<file path="src/rtl/axis_arb_rr.sv">
// axis_arb_rr: round-robin arbiter sharing one AXI-stream channel between
// NUM_PORTS requesters. One port is granted for a burst of up to BURST_LEN
// beats. Beats pass through a registered output stage and are tagged with
// the index of their source port on m_axis_tdest.
//
// Ports:
//   clk            core clock, rising edge
//   rst            synchronous, active-high reset
//   s_axis_tvalid  per-port valid (bit i = port i)
//   s_axis_tready  per-port ready, at most one bit high
//   s_axis_tdata   packed data, port i at [i*DATA_WIDTH +: DATA_WIDTH]
//   m_axis_tvalid  registered output valid
//   m_axis_tready  downstream ready
//   m_axis_tdata   registered output data
//   m_axis_tdest   source port index of the current output beat
module axis_arb_rr #(
  parameter int unsigned NUM_PORTS  = 4,
  parameter int unsigned DATA_WIDTH = 32,
  parameter int unsigned DEST_WIDTH = 2,
  parameter int unsigned BURST_LEN  = 16
) (
  input  logic                             clk,
  input  logic                             rst,
  input  logic [NUM_PORTS-1:0]             s_axis_tvalid,
  output logic [NUM_PORTS-1:0]             s_axis_tready,
  input  logic [NUM_PORTS*DATA_WIDTH-1:0]  s_axis_tdata,
  output logic                             m_axis_tvalid,
  input  logic                             m_axis_tready,
  output logic [DATA_WIDTH-1:0]            m_axis_tdata,
  output logic [DEST_WIDTH-1:0]            m_axis_tdest
);

  localparam int unsigned CW = $clog2(BURST_LEN + 1);

  localparam logic [0:0] IDLE  = 1'b0;
  localparam logic [0:0] GRANT = 1'b1;

  logic [0:0]            state_q, state_d;
  logic [DEST_WIDTH-1:0] grant_q, grant_d;
  logic [DEST_WIDTH-1:0] last_q,  last_d;
  logic [CW-1:0]         cnt_q,   cnt_d;
  logic                  mvalid_q, mvalid_d;
  logic [DATA_WIDTH-1:0] mdata_q,  mdata_d;
  logic [DEST_WIDTH-1:0] mdest_q,  mdest_d;

  logic [DEST_WIDTH-1:0] start;
  logic [NUM_PORTS-1:0]  rot;
  logic [DEST_WIDTH-1:0] pick;
  logic                  pick_found;
  logic                  sel_valid;
  logic [DATA_WIDTH-1:0] sel_data;
  logic                  out_ready;
  logic                  s_frame;
  logic                  m_frame;
  logic [CW-1:0]         cnt_inc;

  // Round-robin search: rotate the request vector so that bit 0 is the port
  // after last_grant, take the first set bit, then map back to a port index.
  always_comb begin
    start      = (last_q == DEST_WIDTH'(NUM_PORTS - 1)) ? '0 : last_q + DEST_WIDTH'(1);
    rot        = NUM_PORTS'({s_axis_tvalid, s_axis_tvalid} >> start);
    pick       = '0;
    pick_found = 1'b0;
    for (int unsigned j = 0; j < NUM_PORTS; j++) begin
      if (!pick_found && rot[j]) begin
        pick_found = 1'b1;
        pick       = DEST_WIDTH'((32'(start) + j) % NUM_PORTS);
      end
    end
  end

  // Granted-port mux and ready fan-out; ready is combinational from m_axis_tready.
  assign out_ready = ~mvalid_q | m_axis_tready;

  always_comb begin
    sel_valid     = 1'b0;
    sel_data      = '0;
    s_axis_tready = '0;
    for (int unsigned i = 0; i < NUM_PORTS; i++) begin
      if (grant_q == DEST_WIDTH'(i)) begin
        sel_valid        = s_axis_tvalid[i];
        sel_data         = s_axis_tdata[i*DATA_WIDTH +: DATA_WIDTH];
        s_axis_tready[i] = (state_q == GRANT) && out_ready;
      end
    end
  end

  assign s_frame = (state_q == GRANT) && sel_valid && out_ready;
  assign m_frame = mvalid_q && m_axis_tready;
  assign cnt_inc = cnt_q + CW'(1);

  always_comb begin
    state_d = state_q;
    grant_d = grant_q;
    last_d  = last_q;
    cnt_d   = cnt_q;
    if (state_q == IDLE) begin
      if (pick_found) begin
        grant_d = pick;
        cnt_d   = '0;
        state_d = GRANT;
      end
    end else begin
      if (!sel_valid) begin
        state_d = IDLE;
        last_d  = grant_q;
      end else if (s_frame) begin
        if (cnt_inc == CW'(BURST_LEN)) begin
          state_d = IDLE;
          last_d  = grant_q;
          cnt_d   = '0;
        end else begin
          cnt_d = cnt_inc;
        end
      end
    end
  end

  // A new load takes precedence over draining, so valid stays high when
  // both handshakes coincide.
  always_comb begin
    mvalid_d = mvalid_q;
    mdata_d  = mdata_q;
    mdest_d  = mdest_q;
    if (s_frame) begin
      mvalid_d = 1'b1;
      mdata_d  = sel_data;
      mdest_d  = grant_q;
    end else if (m_frame) begin
      mvalid_d = 1'b0;
    end
  end

  always_ff @(posedge clk) begin
    if (rst) begin
      state_q  <= IDLE;
      grant_q  <= '0;
      last_q   <= DEST_WIDTH'(NUM_PORTS - 1);
      cnt_q    <= '0;
      mvalid_q <= 1'b0;
      mdata_q  <= '0;
      mdest_q  <= '0;
    end else begin
      state_q  <= state_d;
      grant_q  <= grant_d;
      last_q   <= last_d;
      cnt_q    <= cnt_d;
      mvalid_q <= mvalid_d;
      mdata_q  <= mdata_d;
      mdest_q  <= mdest_d;
    end
  end

  assign m_axis_tvalid = mvalid_q;
  assign m_axis_tdata  = mdata_q;
  assign m_axis_tdest  = mdest_q;

endmodule

</file>
<file path="config.mk">
export PLATFORM = sky130hd
export DESIGN_NAME = axis_arb_rr
export DESIGN_NICKNAME = d
export VERILOG_FILES = /design/src/rtl/axis_arb_rr.sv
export SDC_FILE = /design/constraint.sdc
export NUM_CORES = 1
export LEC_CHECK = 0
export BUFFER_PORTS_ARGS = -buffer_cell sky130_fd_sc_hd__buf_2
export CORE_MARGIN = 8
export CORE_UTILIZATION = 41
export DETAILED_ROUTE_END_ITERATION = 8
export PLACE_DENSITY = 0.75
export RECOVER_POWER = 50
export SKIP_LAST_GASP = 1
export SLEW_MARGIN = 15
export SYNTH_ARGS = -nofsm -noshare
export SYNTH_HDL_FRONTEND = slang
export SYNTH_SLANG_ARGS = --single-unit
</file>
<file path="constraint.sdc">
create_clock -name clk -period 3.7 [get_ports clk]
set_clock_uncertainty 0.05 [all_clocks]
set_input_delay 0.74 -clock clk [delete_from_list [all_inputs] [get_ports clk]]
set_output_delay 0.74 -clock clk [all_outputs]
set_load 0.01 [all_outputs]
</file>
==> impl_metrics.tcl, run 1 <==
set metrics [dict create \
    final_nets 571 \
    antennaDiodeCount 0 \
    fin_tns_setup_ns 0 \
    rr_endpoint "cnt_q[2]" \
    dieArea_sq_um 9230 \
    drt-vias-per-instance 5.30 \
    synth_enable_flop_cells 0 \
    wl_met1_um 2990 \
    synth_area_per_cell_sq_um 9.59 \
    post_cts_resized 0 \
    cts_inserted_buffers 5 \
    period_share 0.707 \
    synth-seq-area-share 0.343 \
    r2r_slack_ns 1.09 \
    cts_hold_buffers 0 \
    place.detailed.hpwl_um 6500 \
    insertion_delay_ns 0.29 \
    cts_max_path_buffers 2 \
    post_synth_inst_count 274 \
    finalHoldViolations 0 \
    place_area_sq_um 3490 \
    cellPowerDensity_nw_per_um2 355 \
    ys_top_cells_by_area "dfxtp_1 34%, mux4_2 28%, nand2_1 11%, a21oi_1 8.2%, buf_6 1.3%" \
    post_route_cells_drive_above_1_share 0.428 \
    ioPinCount 174 \
    irDropWorstVdd_v 0.000163 \
    post_cts.repair.setup_buffers 0 \
    port-buffer-count 173 \
    critical_path.startpoint_type "register" \
    clk_pin_slew_ns 0.08 \
    fraction_of_registers_with_async_set_or_reset_after_synthesis 0 \
    clkPwrFrac 0.263 \
    synth_commonest_cells "76 x nand2_1, 45 x dfxtp_1, 43 x a21oi_1, 33 x mux4_2, 8 x clkbuf_1" \
    critPathTopFamily "flip-flops" \
    power.combinational.fraction 0.296 \
    category_of_the_critical_setup_timing_path "register to register" \
    net-switching-power_uw 373 \
    hp-class "register to register" \
    grt_start_max_net_pins 46 \
    max_slew.worst_pin.slew_ns 1.10 \
    final_period_minus_worst_setup_slack_ns 2.61 \
    die_height_um 96.1 \
    timing.critical_path.from "grant_q[0]" \
    groute.usage.overall 0.173 \
    gp_routability_congestion 0.839 \
    placed_cells 504 \
    layoutNonFillerInstCount 512 \
    yosys_register_bits 45 \
    sequential_group_share_of_total_power 0.441 \
    layout.cell_area.non_filler_sq_um 3540 \
    placement_rows 29 \
    met3RoutedLength_um 800 \
    run_status "complete, no violations" \
    critical_path.endpoint_type "register" \
    clock_sink_count 45 \
    synth-warning-count 0 \
    worstPathMaxFanout 21 \
    r2r-start "grant_q[0]" \
    worstPathCellList "mux4_2, nand3_2, and2_1, o21ai_0, a21oi_1" \
    worst-endpoint-required_ns 3.80 \
    routed_wire_length_per_instance_um 16.0 \
    worst_path_max_delay_cell "dfxtp_1" \
    critPathArrivalTime_ns 2.72 \
    rsz0062_at_grt "no" \
    initial_core_util 0.419 \
    cts_htree_levels 2 \
    critical_path.endpoint "cnt_q[2]" \
    tritoncts_clock_tree "built" \
    drc_errors_left 0 \
    synth.net_count 411 \
    slew_viol_final 0 \
    finalPower_uw 1260 \
    placement_setup_slack_ns 1.22 \
    max_freq_ghz 0.382 \
    synthFlopType "dfxtp_1" \
    cts.root.buffer_cell "clkbuf_8" \
    first_global_vias 2935 \
    worst-r2r-cell-count 5 \
    antenna_nets_post_route 0 \
    dr.max_layer_used "met4" \
    intPower_uw 886 \
    met2RoutedLength_um 4360 \
    firstDrtPassIters 4 \
    route.vias.total 2712 \
    cpPeakStageDelay_ns 1.05 \
    post-synth-top-area-fraction 0.343 \
    max-cap-violations 0 \
    worst_hold_startpoint "m_axis_tdata[31]" \
    switching_fraction 0.296 \
    path_buf_inv 0 \
    synth_cell_types 36 \
    placeableCoreArea_sq_um 6280 \
    post-synth-top-count-cell "nand2_1" \
    chipWidth_um 96.1 \
    relSlewSlack 0.268 \
    cellLeakagePower_uw 0.00145 \
    synthesis.area_sq_um 2630 \
    grt_first_pass_wirelength_um 12700 \
    post_synthesis_to_final_layout_area_growth_pct 34.8 \
    crit_cells 5 \
    post-route-worst-setup-slack_ns 1.09 \
    global_route.overflow_total 0 \
    antenna_violations_before_repair 0 \
    drt-initial-drc-count 76 \
    routed_wire_length_um 8210 \
    post-synth-top-area-cell "dfxtp_1" \
    setup_viol 0 \
]
[worst min-delay path by stage]
stage	to	slack (ns)	cells after the start
global route	m_axis_tdata[28]	0.42	2
CTS	m_axis_tdata[12]	0.41	2
floorplan	last_q[1]	0.39	1
global placement	m_axis_tdata[10]	0.39	2
detailed placement	m_axis_tdata[12]	0.39	2
finish	m_axis_tdata[31]	0.41	2
[metrics by stage]
step,utilization,hold WS (ns)
global placement,0.556,0.389
detailed placement,0.556,0.395
finish,0.565,0.408
CTS,0.572,0.406
global route,0.565,0.423
floorplan,-,0.390
[kinds of logic after synthesis]
group                    share of synthesized area
flip-flops                                   0.343
adder cells (fa/ha/maj)                    0.00952
buffers and inverters                       0.0528
multiplexers                                 0.287
AO/OA/AOI/OAI                                0.126
AND/OR/NAND/NOR                              0.183
[metal layers]
layer	GRT usage	up-vias
met5	0	-
met3	0.0530	6
met4	0.0487	0
met2	0.331	105
li1	-	1323
met1	0.174	1278
[sequential cells by signal, summed over array words and instances (netlist names)]
register / count
grant_q: 2
cnt_q: 5
m_axis_tdest: 2
m_axis_tdata: 32
m_axis_tvalid: 1
last_q: 2
state_q: 1
[worst reg2reg max path, stage by stage (launching register included)]
cell and delay (ns):
dfxtp_1 1.05, mux4_2 0.45, nand3_2 0.35, and2_1 0.32
o21ai_0 0.17, a21oi_1 0.08
[power groups by stage]
stage | Combinational [uW] | Sequential, uW | Clock [uW]
after CTS | 386 | 555 | 343
after floorplan | 249 | 567 | 0
after detailed placement | 386 | 567 | 0
after global routing | 415 | 562 | 364
final | 373 | 555 | 331
after global placement | 374 | 565 | 0
[layout make-up]
type	count	area, sq um
Multi-Input combinational cell	203	1590
Inverter	3	11.3
Tap cell	77	96.3
Timing Repair Buffer	176	845
Clock buffer	7	96.3
Clock inverter	1	5.00
Fill cell	607	2730
Sequential cell	45	902
[layout by cell type (no fill, tap or decap), types with 2 or more instances in the layout]
cell	instances
clkbuf_1	35
and3_1	2
nand3_1	5
dfxtp_1	44
clkbuf_8	7
nor3b_1	2
mux4_2	33
nand2b_1	2
inv_1	3
buf_4	3
nor3_1	5
buf_2	138
o21ai_0	5
a21oi_1	43
a211o_1	2
nor2_1	7
a211oi_1	2
nor2b_1	2
nand2_1	76
ha_1	2
No activity file was read; power rests on OpenSTA's default activity.
==> inputs of run 2 (changes only) <==
==> constraint.sdc (replaced) <==
create_clock -name clk -period 2.65 [get_ports clk]
set_clock_uncertainty 0.05 [all_clocks]
set_input_delay 0.53 -clock clk [delete_from_list [all_inputs] [get_ports clk]]
set_output_delay 0.53 -clock clk [all_outputs]
set_load 0.01 [all_outputs]
==> impl_metrics.tcl, run 2 (synthesized netlist as in run 1, its figures left out) <==
set metrics [dict create \
    run_status "complete, no violations" \
    antenna_violations_before_repair 0 \
    leading_cell_types_in_the_layout_fill_and_taps_excluded "138 x buf_2, 76 x nand2_1, 44 x dfxtp_1" \
    die_height_um 96.1 \
    cellLeakagePower_uw 0.00147 \
    clock_sink_count 45 \
    finalHoldViolations 0 \
    worst_path_max_delay_cell "buf_4" \
    intPower_uw 1310 \
    cpPeakStageDelay_ns 0.43 \
    worstPathCellList "buf_4, nor3b_1, buf_2" \
    setup_viol 0 \
    power.combinational.fraction 0.294 \
    cts_hold_buffers 0 \
    category_of_the_critical_setup_timing_path "register to output pin" \
    post_synthesis_to_final_layout_area_growth_pct 35.9 \
    placement_rows 29 \
    placeableCoreArea_sq_um 6280 \
    drt-vias-per-instance 5.13 \
    cellPowerDensity_nw_per_um2 512 \
    largest_register_ffs 32 \
    net-switching-power_uw 516 \
    chipWidth_um 96.1 \
    slew_viol_final 0 \
    global_route.overflow_total 0 \
    final_period_minus_worst_setup_slack_ns 2.07 \
    port-buffer-count 173 \
    rsz0062_at_grt "no" \
    groute.usage.overall 0.168 \
    post_route_cells_drive_above_1_share 0.427 \
    routed_wire_length_per_instance_um 15.7 \
    finalPower_uw 1830 \
    clkPwrFrac 0.290 \
    sequential_group_share_of_total_power 0.416 \
    place_area_sq_um 3510 \
    initial_core_util 0.419 \
    ioPinCount 174 \
    insertion_delay_ns 0.30 \
    dieArea_sq_um 9230 \
    final_nets 574 \
    antennaDiodeCount 0 \
    first_global_vias 2820 \
    max_slew.worst_pin.slew_ns 0.834 \
    route.vias.total 2641 \
    placement_setup_slack_ns 0.656 \
    max_freq_ghz 0.484 \
    critPathArrivalTime_ns 1.49 \
    gp_routability_congestion 0.840 \
    clk_pin_slew_ns 0.08 \
    cts_htree_levels 2 \
    hp-class "register to register" \
    max-cap-violations 0 \
    drc_errors_left 0 \
    post_cts_resized 0 \
    drt-initial-drc-count 82 \
    period_share 0.780 \
    layout.cell_area.non_filler_sq_um 3570 \
    grt_start_max_net_pins 46 \
    place.detailed.hpwl_um 6460 \
    switching_fraction 0.282 \
    firstDrtPassIters 4 \
    post_cts.repair.setup_buffers 0 \
    routed_wire_length_um 8090 \
    worstPathMaxFanout 39 \
    fin_tns_setup_ns 0 \
    cts_inserted_buffers 5 \
    relSlewSlack 0.444 \
    antenna_nets_post_route 0 \
    cts.root.buffer_cell "clkbuf_8" \
    grt_first_pass_wirelength_um 12300 \
    holdWs_ns 0.407 \
    post-route-worst-setup-slack_ns 0.582 \
    final_common_cell "buf_2" \
    fillers 614 \
    critical_path.startpoint_type "register" \
    tritoncts_clock_tree "built" \
    irDropWorstVdd_v 0.000245 \
    critical_path.endpoint_type "output pin" \
    cts_max_path_buffers 2 \
    worst-endpoint-required_ns 2.07 \
]
run 2: power groups by stage:
stage	registers (uW)	logic [uW]	clock network, uW
CTS	761	559	548
global route	769	591	574
detailed placement	777	558	0
floorplan	791	348	0
global placement	774	542	0
finish	761	537	530
run 2: final cells by class:
cell class / count / area, sq um / share of cell area
multi-input combinational: 203 / 1580 / 0.442
sequential: 45 / 902 / 0.252
timing repair buffer: 179 / 867 / 0.243
tap: 77 / 96.3 / 0.0270
clock buffer: 7 / 86.3 / 0.0242
clock inverter: 1 / 30.0 / 0.00840
inverter: 3 / 11.3 / 0.00315
run 2: worst paths after layout:
kind / to / startpoint / slack [ns] / cells past startpoint
worst min-delay path: m_axis_tdata[19] / m_axis_tdata[19] / 0.41 / 2
worst max register to register: grant_q[1] / last_q[0] / 0.75 / 5
worst max-delay path: s_axis_tready[2] / grant_q[1] / 0.58 / 3
worst min register to register: m_axis_tdata[19] / m_axis_tdata[19] / 0.41 / 2
run 2: per-layer routing:
metal | up-vias | global-route usage | share of wire
li1 | 1325 | - | -
met1 | 1208 | 0.168 | 0.36
met2 | 99 | 0.313 | 0.52
met5 | - | 0 | 0
met4 | 0 | 0.0576 | 0.013
met3 | 9 | 0.0577 | 0.10
run 2: worst max-delay path: cells and delay by family, from the launching register on:
family,cells,cell delay (ns)
buffers and inverters,2,0.59
DFF,1,0.36
and+or+nand+nor,1,0.24
run 2: per-stage QoR:
step | instances | util
after floorplan | 274 | -
after global placement | 507 | 0.559
after detailed placement | 507 | 0.559
after CTS | 515 | 0.578
after global routing | 515 | 0.569
final | 515 | 0.569
==> inputs of run 3 (changes only) <==
--- a/config.mk
+++ b/config.mk
@@ -7,9 +7,9 @@
 export LEC_CHECK = 0
 export BUFFER_PORTS_ARGS = -buffer_cell sky130_fd_sc_hd__buf_2
 export CORE_MARGIN = 8
-export CORE_UTILIZATION = 41
+export CORE_UTILIZATION = 38
 export DETAILED_ROUTE_END_ITERATION = 8
-export PLACE_DENSITY = 0.75
+export PLACE_DENSITY = 0.73
 export RECOVER_POWER = 50
 export SKIP_LAST_GASP = 1
 export SLEW_MARGIN = 15
==> constraint.sdc (replaced) <==
create_clock -name clk -period 1.8 [get_ports clk]
set_clock_uncertainty 0.05 [all_clocks]
set_input_delay 0.36 -clock clk [delete_from_list [all_inputs] [get_ports clk]]
set_output_delay 0.36 -clock clk [all_outputs]
set_load 0.01 [all_outputs]
==> impl_metrics.tcl, run 3 (synthesized netlist as in run 1, its figures left out) <==
set metrics [dict create \
    run_status "complete, no violations" \
    power.combinational.fraction 0.307 \
    worst-endpoint-required_ns 1.39 \
    cts_htree_levels 2 \
    route.vias.total 2814 \
    drt-initial-drc-count 82 \
    final_period_minus_worst_setup_slack_ns 1.73 \
    max_slew.worst_pin.slew_ns 0.417 \
    max-cap-violations 0 \
    critical_path.endpoint_type "output pin" \
    global_route.overflow_total 0 \
    cts_inserted_buffers 5 \
    final_core_util 0.549 \
    grt_start_max_net_pins 40 \
    setup_viol 0 \
    antennaDiodeCount 0 \
    gp_routability_congestion 0.882 \
    drt-vias-per-instance 5.35 \
    intPower_uw 1980 \
    irDropWorstVdd_v 0.000324 \
    critPathArrivalTime_ns 1.32 \
    placement_rows 30 \
    post_synthesis_to_final_layout_area_growth_pct 41.1 \
    net-switching-power_uw 787 \
    max_freq_ghz 0.579 \
    place.detailed.hpwl_um 6870 \
    period_share 0.959 \
    category_of_the_critical_setup_timing_path "register to output pin" \
    chipWidth_um 99.2 \
    largest_register_ffs 32 \
    post_route_cells_drive_above_1_share 0.444 \
    worstPathMaxFanout 39 \
    final_common_cell "buf_2" \
    dieArea_sq_um 9840 \
    cts_max_path_buffers 2 \
    hp-class "primary input to register" \
    finalPower_uw 2760 \
    clock_sink_count 45 \
    rsz0062_at_grt "yes" \
    placeableCoreArea_sq_um 6760 \
    routed_wire_length_um 8580 \
    ioPinCount 174 \
    critical_path.startpoint_type "register" \
    cellLeakagePower_uw 0.00153 \
    die_height_um 99.2 \
    final_nets 582 \
    drc_errors_left 0 \
    first_global_vias 2958 \
    finalHoldViolations 0 \
    antenna_violations_before_repair 0 \
    tritoncts_clock_tree "built" \
    firstDrtPassIters 4 \
    sequential_group_share_of_total_power 0.407 \
    clk_pin_slew_ns 0.09 \
    slew_viol_final 0 \
    grt_first_pass_wirelength_um 13900 \
    post_cts.repair.setup_buffers 0 \
    initial_core_util 0.389 \
    relSlewSlack 0.722 \
    groute.usage.overall 0.171 \
    cts.root.buffer_cell "clkbuf_8" \
    leading_cell_types_in_the_layout_fill_and_taps_excluded "138 x buf_2, 76 x nand2_1, 43 x a21oi_1, 43 x dfxtp_1, 36 x clkbuf_1" \
    clkPwrFrac 0.286 \
    antenna_nets_post_route 0 \
    holdWs_ns 0.345 \
    port-buffer-count 173 \
    insertion_delay_ns 0.29 \
    routed_wire_length_per_instance_um 16.3 \
    cellPowerDensity_nw_per_um2 745 \
    switching_fraction 0.285 \
]
-- run 3: final timing paths --
kind                                       from          endpoint  slack (ns)  depth (start not counted)
worst max-delay path                 grant_q[1]  s_axis_tready[2]        0.07                          3
worst min-delay path                        rst   m_axis_tdata[8]        0.34                          2
worst max register to register       grant_q[1]          cnt_q[3]        0.11                          4
worst min register to register  m_axis_tdata[1]   m_axis_tdata[1]        0.41                          2
-- run 3: routing by layer --
metal  vias up  GRT usage  routed length [um]
met3        11     0.0656                 772
met4         0     0.0361                  87
met2       119      0.323                4550
met5         -          0                   0
met1      1337      0.173                3170
li1       1347          -                   -
-- run 3: timing repair --
action | 4_1_cts | 5_1_grt
pin swaps | 0 | 0
resized for setup | 1 | 3
endpoints found under the setup margin | 2 | 4
hold buffers | 0 | 0
-- run 3: final cells by class --
type / instances / area [sq um]
Multi-Input combinational cell: 203 / 1590
Fill cell: 665 / 3050
Inverter: 3 / 11.3
Clock inverter: 1 / 30.0
Timing Repair Buffer: 187 / 985
Tap cell: 80 / 100
Sequential cell: 45 / 903
Clock buffer: 7 / 86.3
-- run 3: stage by stage --
stage / instance area (sq um) / setup TNS (ns) / cells / setup WS [ns]
6_report: 3710 / 0 / 526 / 0.0736
5_1_grt: 3710 / -0.0203 / 526 / -0.0203
4_1_cts: 3750 / 0 / 526 / 0.0199
3_5_place_dp: 3630 / 0 / 518 / 0.0207
3_3_place_gp: 3630 / 0 / 518 / 0.0633
2_1_floorplan: 2640 / 0 / 274 / 0.0323
-- run 3: power groups by stage --
| stage | Sequential [uW] | Combinational (uW) | Clock (uW) |
|---|---|---|---|
| detailed placement | 1140 | 873 | 0 |
| global route | 1140 | 936 | 852 |
| CTS | 1120 | 878 | 810 |
| finish | 1120 | 850 | 790 |
| floorplan | 1160 | 522 | 0 |
| global placement | 1140 | 852 | 0 |
-- run 3: critical path, stage by stage, from the launching register on --
cell and delay [ns]:
dfxtp_2 0.37, buf_8 0.28, nor3b_1 0.21, buf_2 0.16
